**src/rtl/active_list_ctrl_if.sv**
```systemverilog
// Bundle between rename/writeback/flush producers and the active-list controller.
// ACTIVE_LIST_ERR_EN adds the sticky err signal.
interface active_list_ctrl_if #(
  parameter int REG_ADDR_WIDTH  = 5,
  parameter int FREE_LIST_WIDTH = 3
) ();
  logic                        alloc_valid;
  logic                        alloc_wb_reg;
  logic [REG_ADDR_WIDTH-1:0]   alloc_virtual_addr;
  logic [REG_ADDR_WIDTH:0]     alloc_physical_addr;
  logic [REG_ADDR_WIDTH:0]     alloc_old_physical_addr;
  logic                        alloc_ready;
  logic [FREE_LIST_WIDTH-1:0]  alloc_index;
  logic                        wb_reg_in;
  logic [FREE_LIST_WIDTH-1:0]  active_list_index_in;
  logic                        flush;
  logic                        commit_valid;
  logic                        commit_wb_reg;
  logic [REG_ADDR_WIDTH-1:0]   commit_virtual_addr;
  logic [REG_ADDR_WIDTH:0]     commit_physical_addr;
  logic [REG_ADDR_WIDTH:0]     free_physical_addr;
  logic                        rollback_valid;
  logic [REG_ADDR_WIDTH-1:0]   rollback_virtual_addr;
  logic [REG_ADDR_WIDTH:0]     rollback_physical_addr;
  logic [REG_ADDR_WIDTH:0]     rollback_old_physical_addr;
  logic                        busy;
  logic [FREE_LIST_WIDTH:0]    count;
`ifdef ACTIVE_LIST_ERR_EN
  logic                        err;
`endif

  modport master (
    output alloc_valid, alloc_wb_reg, alloc_virtual_addr, alloc_physical_addr,
           alloc_old_physical_addr, wb_reg_in, active_list_index_in, flush,
    input  alloc_ready, alloc_index, commit_valid, commit_wb_reg, commit_virtual_addr,
           commit_physical_addr, free_physical_addr, rollback_valid, rollback_virtual_addr,
           rollback_physical_addr, rollback_old_physical_addr, busy, count
`ifdef ACTIVE_LIST_ERR_EN
    , input err
`endif
  );

  modport slave (
    input  alloc_valid, alloc_wb_reg, alloc_virtual_addr, alloc_physical_addr,
           alloc_old_physical_addr, wb_reg_in, active_list_index_in, flush,
    output alloc_ready, alloc_index, commit_valid, commit_wb_reg, commit_virtual_addr,
           commit_physical_addr, free_physical_addr, rollback_valid, rollback_virtual_addr,
           rollback_physical_addr, rollback_old_physical_addr, busy, count
`ifdef ACTIVE_LIST_ERR_EN
    , output err
`endif
  );
endinterface

```
**src/rtl/active_list_ctrl.sv**
```systemverilog
// In-order retirement active list: alloc at tail, commit oldest done entry, youngest-first rollback on flush.
// Commit/rollback pulses are registered; optional sticky err under ACTIVE_LIST_ERR_EN.
module active_list_ctrl #(
  parameter int REG_ADDR_WIDTH  = 5,
  parameter int FREE_LIST_WIDTH = 3
) (
  input  logic           clk,
  input  logic           rst_n,
  active_list_ctrl_if.slave bus
);
  localparam int DEPTH = 1 << FREE_LIST_WIDTH;
  localparam int AW    = REG_ADDR_WIDTH;
  localparam int IW    = FREE_LIST_WIDTH;
  localparam logic [0:0] IDLE     = 1'b0;
  localparam logic [0:0] ROLLBACK = 1'b1;

  logic [IW:0]      head_q, head_d, tail_q, tail_d, ptr_q, ptr_d;
  logic [0:0]       state_q, state_d;
  logic [DEPTH-1:0] valid_q, valid_d, done_q, done_d;

  logic             ent_wb_q    [DEPTH];
  logic [AW-1:0]    ent_vaddr_q [DEPTH];
  logic [AW:0]      ent_paddr_q [DEPTH];
  logic [AW:0]      ent_old_q   [DEPTH];

  logic             cv_q, cv_d, cwb_q, cwb_d, rv_q, rv_d;
  logic [AW-1:0]    cva_q, cva_d, rva_q, rva_d;
  logic [AW:0]      cpa_q, cpa_d, fpa_q, fpa_d, rpa_q, rpa_d, ropa_q, ropa_d;

  logic [IW-1:0]    head_idx, tail_idx, ptr_idx, cmp_idx;
  logic             empty, full, idle, alloc_do;

  assign head_idx = head_q[IW-1:0];
  assign tail_idx = tail_q[IW-1:0];
  assign ptr_idx  = ptr_q[IW-1:0];
  assign cmp_idx  = bus.active_list_index_in;
  assign empty    = (head_q == tail_q);
  assign full     = (head_idx == tail_idx) && (head_q[IW] != tail_q[IW]);
  assign idle     = (state_q == IDLE);
  assign alloc_do = idle && !bus.flush && bus.alloc_valid && !full;

  always_comb begin
    head_d  = head_q;
    tail_d  = tail_q;
    ptr_d   = ptr_q;
    state_d = state_q;
    valid_d = valid_q;
    done_d  = done_q;
    cv_d = 1'b0; cwb_d = 1'b0; cva_d = '0; cpa_d = '0; fpa_d = '0;
    rv_d = 1'b0; rva_d = '0; rpa_d = '0; ropa_d = '0;
    if (idle) begin
      if (bus.flush) begin
        if (!empty) begin
          state_d = ROLLBACK;
          ptr_d   = tail_q - 1'b1;
        end
      end else begin
        // Uses pre-edge valid, so a completion aimed at the entry being allocated is dropped.
        if (bus.wb_reg_in && valid_q[cmp_idx])
          done_d[cmp_idx] = 1'b1;
        if (valid_q[head_idx] && done_q[head_idx]) begin
          cv_d  = 1'b1;
          cwb_d = ent_wb_q[head_idx];
          cva_d = ent_vaddr_q[head_idx];
          cpa_d = ent_paddr_q[head_idx];
          fpa_d = ent_old_q[head_idx];
          valid_d[head_idx] = 1'b0;
          head_d = head_q + 1'b1;
        end
        if (alloc_do) begin
          valid_d[tail_idx] = 1'b1;
          done_d[tail_idx]  = 1'b0;
          tail_d = tail_q + 1'b1;
        end
      end
    end else begin
      rv_d   = 1'b1;
      rva_d  = ent_vaddr_q[ptr_idx];
      rpa_d  = ent_paddr_q[ptr_idx];
      ropa_d = ent_old_q[ptr_idx];
      valid_d[ptr_idx] = 1'b0;
      if (ptr_q == head_q) begin
        tail_d  = head_q;
        state_d = IDLE;
      end else begin
        ptr_d = ptr_q - 1'b1;
      end
    end
  end

  always_ff @(posedge clk or negedge rst_n) begin
    if (!rst_n) begin
      head_q <= '0; tail_q <= '0; ptr_q <= '0; state_q <= IDLE;
      valid_q <= '0; done_q <= '0;
      cv_q <= 1'b0; cwb_q <= 1'b0; cva_q <= '0; cpa_q <= '0; fpa_q <= '0;
      rv_q <= 1'b0; rva_q <= '0; rpa_q <= '0; ropa_q <= '0;
    end else begin
      head_q <= head_d; tail_q <= tail_d; ptr_q <= ptr_d; state_q <= state_d;
      valid_q <= valid_d; done_q <= done_d;
      cv_q <= cv_d; cwb_q <= cwb_d; cva_q <= cva_d; cpa_q <= cpa_d; fpa_q <= fpa_d;
      rv_q <= rv_d; rva_q <= rva_d; rpa_q <= rpa_d; ropa_q <= ropa_d;
    end
  end

  // Payload storage needs no reset: valid bits gate every read.
  always_ff @(posedge clk) begin
    if (alloc_do) begin
      ent_wb_q[tail_idx]    <= bus.alloc_wb_reg;
      ent_vaddr_q[tail_idx] <= bus.alloc_virtual_addr;
      ent_paddr_q[tail_idx] <= bus.alloc_physical_addr;
      ent_old_q[tail_idx]   <= bus.alloc_old_physical_addr;
    end
  end

`ifdef ACTIVE_LIST_ERR_EN
  logic err_q;
  always_ff @(posedge clk or negedge rst_n) begin
    if (!rst_n)
      err_q <= 1'b0;
    else if (idle && bus.wb_reg_in && (!valid_q[cmp_idx] || done_q[cmp_idx]))
      err_q <= 1'b1;
  end
  assign bus.err = err_q;
`endif

  assign bus.alloc_ready                = idle && !full;
  assign bus.alloc_index                = tail_idx;
  assign bus.busy                       = (state_q == ROLLBACK);
  assign bus.count                      = tail_q - head_q;
  assign bus.commit_valid               = cv_q;
  assign bus.commit_wb_reg              = cwb_q;
  assign bus.commit_virtual_addr        = cva_q;
  assign bus.commit_physical_addr       = cpa_q;
  assign bus.free_physical_addr         = fpa_q;
  assign bus.rollback_valid             = rv_q;
  assign bus.rollback_virtual_addr      = rva_q;
  assign bus.rollback_physical_addr     = rpa_q;
  assign bus.rollback_old_physical_addr = ropa_q;
endmodule

```
**src/flat_wrapper.sv**
```systemverilog
// flat-port wrapper written by rule: the top's interface ports become plain ports
module active_list_ctrl_flat 
#(
  parameter int REG_ADDR_WIDTH  = 5,
  parameter int FREE_LIST_WIDTH = 3
)
  (clk, rst_n, bus_alloc_valid, bus_alloc_wb_reg, bus_alloc_virtual_addr, bus_alloc_physical_addr, bus_alloc_old_physical_addr, bus_wb_reg_in, bus_active_list_index_in, bus_flush, bus_alloc_ready, bus_alloc_index, bus_commit_valid, bus_commit_wb_reg, bus_commit_virtual_addr, bus_commit_physical_addr, bus_free_physical_addr, bus_rollback_valid, bus_rollback_virtual_addr, bus_rollback_physical_addr, bus_rollback_old_physical_addr, bus_busy, bus_count);
  active_list_ctrl_if #(.REG_ADDR_WIDTH(REG_ADDR_WIDTH), .FREE_LIST_WIDTH(FREE_LIST_WIDTH)) bus_i ();
  input  logic clk;
  input  logic rst_n;
  input wire logic [$bits(bus_i.alloc_valid)-1:0] bus_alloc_valid;
  input wire logic [$bits(bus_i.alloc_wb_reg)-1:0] bus_alloc_wb_reg;
  input wire logic [$bits(bus_i.alloc_virtual_addr)-1:0] bus_alloc_virtual_addr;
  input wire logic [$bits(bus_i.alloc_physical_addr)-1:0] bus_alloc_physical_addr;
  input wire logic [$bits(bus_i.alloc_old_physical_addr)-1:0] bus_alloc_old_physical_addr;
  input wire logic [$bits(bus_i.wb_reg_in)-1:0] bus_wb_reg_in;
  input wire logic [$bits(bus_i.active_list_index_in)-1:0] bus_active_list_index_in;
  input wire logic [$bits(bus_i.flush)-1:0] bus_flush;
  output wire logic [$bits(bus_i.alloc_ready)-1:0] bus_alloc_ready;
  output wire logic [$bits(bus_i.alloc_index)-1:0] bus_alloc_index;
  output wire logic [$bits(bus_i.commit_valid)-1:0] bus_commit_valid;
  output wire logic [$bits(bus_i.commit_wb_reg)-1:0] bus_commit_wb_reg;
  output wire logic [$bits(bus_i.commit_virtual_addr)-1:0] bus_commit_virtual_addr;
  output wire logic [$bits(bus_i.commit_physical_addr)-1:0] bus_commit_physical_addr;
  output wire logic [$bits(bus_i.free_physical_addr)-1:0] bus_free_physical_addr;
  output wire logic [$bits(bus_i.rollback_valid)-1:0] bus_rollback_valid;
  output wire logic [$bits(bus_i.rollback_virtual_addr)-1:0] bus_rollback_virtual_addr;
  output wire logic [$bits(bus_i.rollback_physical_addr)-1:0] bus_rollback_physical_addr;
  output wire logic [$bits(bus_i.rollback_old_physical_addr)-1:0] bus_rollback_old_physical_addr;
  output wire logic [$bits(bus_i.busy)-1:0] bus_busy;
  output wire logic [$bits(bus_i.count)-1:0] bus_count;
  assign bus_i.alloc_valid = bus_alloc_valid;
  assign bus_i.alloc_wb_reg = bus_alloc_wb_reg;
  assign bus_i.alloc_virtual_addr = bus_alloc_virtual_addr;
  assign bus_i.alloc_physical_addr = bus_alloc_physical_addr;
  assign bus_i.alloc_old_physical_addr = bus_alloc_old_physical_addr;
  assign bus_i.wb_reg_in = bus_wb_reg_in;
  assign bus_i.active_list_index_in = bus_active_list_index_in;
  assign bus_i.flush = bus_flush;
  assign bus_alloc_ready = bus_i.alloc_ready;
  assign bus_alloc_index = bus_i.alloc_index;
  assign bus_commit_valid = bus_i.commit_valid;
  assign bus_commit_wb_reg = bus_i.commit_wb_reg;
  assign bus_commit_virtual_addr = bus_i.commit_virtual_addr;
  assign bus_commit_physical_addr = bus_i.commit_physical_addr;
  assign bus_free_physical_addr = bus_i.free_physical_addr;
  assign bus_rollback_valid = bus_i.rollback_valid;
  assign bus_rollback_virtual_addr = bus_i.rollback_virtual_addr;
  assign bus_rollback_physical_addr = bus_i.rollback_physical_addr;
  assign bus_rollback_old_physical_addr = bus_i.rollback_old_physical_addr;
  assign bus_busy = bus_i.busy;
  assign bus_count = bus_i.count;
  active_list_ctrl #(.REG_ADDR_WIDTH(REG_ADDR_WIDTH), .FREE_LIST_WIDTH(FREE_LIST_WIDTH)) u_core (.clk(clk), .rst_n(rst_n), .bus(bus_i));
endmodule
```
**config.mk**
```make
export PLATFORM = sky130hd
export DESIGN_NAME = active_list_ctrl_flat
export DESIGN_NICKNAME = d
export VERILOG_FILES = /design/src/rtl/active_list_ctrl_if.sv /design/src/rtl/active_list_ctrl.sv /design/src/flat_wrapper.sv
export SDC_FILE = /design/constraint.sdc
export NUM_CORES = 1
export LEC_CHECK = 0
export BUFFER_PORTS_ARGS = -buffer_cell sky130_fd_sc_hd__buf_4
export CAP_MARGIN = 40
export CORE_MARGIN = 5
export CORE_UTILIZATION = 60
export CTS_CLUSTER_SIZE = 12
export DETAILED_ROUTE_END_ITERATION = 8
export PLACE_DENSITY = 0.8
export SKIP_LAST_GASP = 1
export SLEW_MARGIN = 20
export SYNTH_ARGS = -nofsm -noshare
export SYNTH_HDL_FRONTEND = slang
export SYNTH_SLANG_ARGS = --single-unit
```
**constraint.sdc**
```tcl
create_clock -name clk -period 4.2 [get_ports clk]
set_input_delay 0.84 -clock clk [delete_from_list [all_inputs] [get_ports clk]]
set_output_delay 0.84 -clock clk [all_outputs]
set_load 0.02 [all_outputs]
```
==> impl_metrics.yaml <==
setup_path:
  worstPathRequired_ns: 3.36
  critPathLaunchType: "flip-flop"
  path_max_fanout: 26
  timing_worst_setup_path_type: "flip-flop to output port"
  cp.arrival_ns: 2.46
  critPathCaptureType: "output port"
floorplanning:
  start_util: 0.607
  die_area_mm2: 0.0178
  die_h_um: 134
  io_pins: 72
  rows: 45
  coreArea_mm2: 0.0151
  die_w_um: 134
place:
  hpwl_um: 16100
  gp_congestion: 0.914
  io_buffers: 71
  place_area_mm2: 0.0100
synth:
  ys.flop_type: "edfxtp_1"
  synth_top_cell_area_share: 0.472
  synth_area_leaders: "edfxtp_1 (47%), dfrtp_1 (18%), a22oi_1 (5.6%), mux4_2 (3.7%), a41oi_1 (2.2%)"
  synth.distinct_cells: 66
  syn_area_mm2: 0.00915
  synthMuxAreaShare: 0.0686
  synth_edf_count: 144
  synth_xor_area_frac: 0.0133
  synth_compound_area_frac: 0.157
  yosysTopAreaCell: "edfxtp_1"
  async_reset_ff_frac: 0.314
  synth-seq-cells: 210
  synth.most_common_cell: "edfxtp_1"
  yosysSeqAreaShare: 0.653
  syn_inst: 637
  synthTopCellsByCount: "edfxtp_1 (144), a22oi_1 (68), dfrtp_1 (66), nand2_1 (38), a41oi_1 (23)"
  synthSimpleGateAreaFrac: 0.0626
  syn_area_per_cell_um2: 14.4
  syn_nets: 670
  synth_top_family_by_area: "compound AO/OA/AOI/OAI gates"
  yosysWarnings: 0
  synthAdderAreaFrac: 0.0104
job:
  cap_violations: 0
clocking:
  post_cts_resized: 0
  clockBufferDepth: 3
  cts.clk_slew.worst_paths_ns: 0.06
  root_buffer: "clkbuf_16"
  clock-sinks: 210
  htreeDepth: 1
  post-cts-setup-buffers: 0
  cts_buffers: 22
  ctsHoldBuffers: 0
  clk_latency_ns: 0.51
  cts_tree: "built"
sta:
  setup_viol: 0
  finClkSkew_ns: 0.00676
  grt_setup_unrepaired: "no"
  hold_viol: 0
  worst_pin_slew_ns: 0.773
  fmax_ghz: 0.303
  min_period_ns: 3.30
  slew_headroom: 0.485
  maxSlewViolCount: 0
  setup_tns_ns: 0
  period_share: 0.786
detailed_routing:
  drt_wl_total_um: 26000
  vias_per_cell: 7.22
  ant_nets: 0
  drc: 0
  num_vias: 6604
  firstDrtPassIters: 6
  drtIter0Drc: 952
  wl_per_cell_um: 28.4
finish:
  largestRegisters: "u_core.ent_old_q x48, u_core.ent_paddr_q x48, u_core.ent_vaddr_q x40"
  nNetsFinal: 744
  drive_gt1_frac: 0.252
  final_cell_area_mm2: 0.0107
  area_growth_pct: 16.9
  insertedDiodeCount: 0
power:
  p_leak_nw: 3.97
  p_per_area_mw_per_mm2: 588
  ir_drop_mv: 0.398
global_route:
  grt_max_degree: 40
  grt_pass1_vias: 6688
  antenna_found_initial: 0
  grt_pass1_wl_um: 39400
  grt_overflow: 0
  grt_usage: 0.289
worst_hold_path:
  min_path_type: "primary input to async pin"
status:
  status: "finished, final reports clean"
## metrics by stage
step / hold WS, ns / utilization / std cells / worst slack (ns) / total power, W
floorplan: 0.460 / - / 637 / 0.806 / 0.00368
global route: 0.284 / 0.709 / 915 / 0.817 / 0.00652
CTS: 0.264 / 0.708 / 914 / 0.555 / 0.00626
finish: 0.249 / 0.709 / 915 / 0.900 / 0.00629
global placement: 0.486 / 0.652 / 864 / 1.06 / 0.00427
detailed placement: 0.486 / 0.663 / 874 / 0.960 / 0.00444
## placed cells by master, fill, tap and decap left out, types with 5 or more instances in the layout
master	Yosys	layout
a21oi_1	21	21
a22oi_1	68	68
a41oi_1	23	23
and3_1	10	10
buf_4	3	86
buf_8	0	7
clkbuf_1	17	12
clkbuf_16	0	22
dfrtp_1	66	64
edfxtp_1	144	144
ha_1	6	6
inv_1	16	16
mux2_2	12	12
mux2i_1	14	14
mux4_2	15	15
nand2_1	38	38
nor2_1	15	13
nor3_1	10	6
nor3_2	5	5
o21ai_0	16	16
o221ai_1	18	18
o22ai_1	17	17
xnor2_1	7	7
xor2_1	5	5
## area by class of cell
class	count	area (um^2)
tap	188	235
clock inverter	4	55.1
clock buffer	36	623
sequential	210	5980
inverter	18	70.1
multi-input combinational	362	2910
timing repair buffer	97	830
fill	974	4390
## critical path, stage by stage, from the launching register on
cell and delay [ns]:
dfrtp_2 0.74, inv_2 0.27, ha_1 0.41, nand3_1 0.17, o21a_1 0.21, buf_4 0.15
## path summary, 6_finish.rpt
check / slack, ns / cells past startpoint / from / to
worst min register to register: 0.50 / 1 / u_core.done_q[3] / u_core.done_q[3]
min in group clk: 0.50 / 1 / u_core.done_q[3] / u_core.done_q[3]
worst min-delay path: 0.25 / 1 / rst_n / u_core.ptr_q[3]
worst max register to register: 1.14 / 7 / u_core.head_q[2] / u_core.ent_old_q[3][3]
max in group asynchronous: 3.40 / 2 / rst_n / u_core.head_q[2]
worst max-delay path: 0.90 / 5 / u_core.head_q[2] / bus_alloc_ready
## per-layer routing
layer,share of wire,global-route usage,up-vias
met5,0,0,-
met4,0.051,0.135,0
met3,0.12,0.0695,124
met2,0.47,0.459,583
met1,0.35,0.381,3199
li1,-,-,2698
## kinds of logic (layout without fill, tap and decap cells)
family | after synthesis | count (layout)
adders and majority gates | 7 | 7
DFF | 210 | 210
AOI/OAI and AO/OA | 192 | 192
xor gates and xnor gates | 13 | 13
and+or+nand+nor | 108 | 108
muxes | 42 | 42
buffers and inverters | 65 | 155
## where the power goes
part / total (W) / leakage (nW) / internal, W / switching (W)
registers: 0.00260 / 2.15 / 0.00240 / 0.000201
clock network: 0.00183 / 0.326 / 0.00107 / 0.000759
logic: 0.00185 / 1.50 / 0.000745 / 0.00111
No activity file was read; power rests on OpenSTA's default activity.
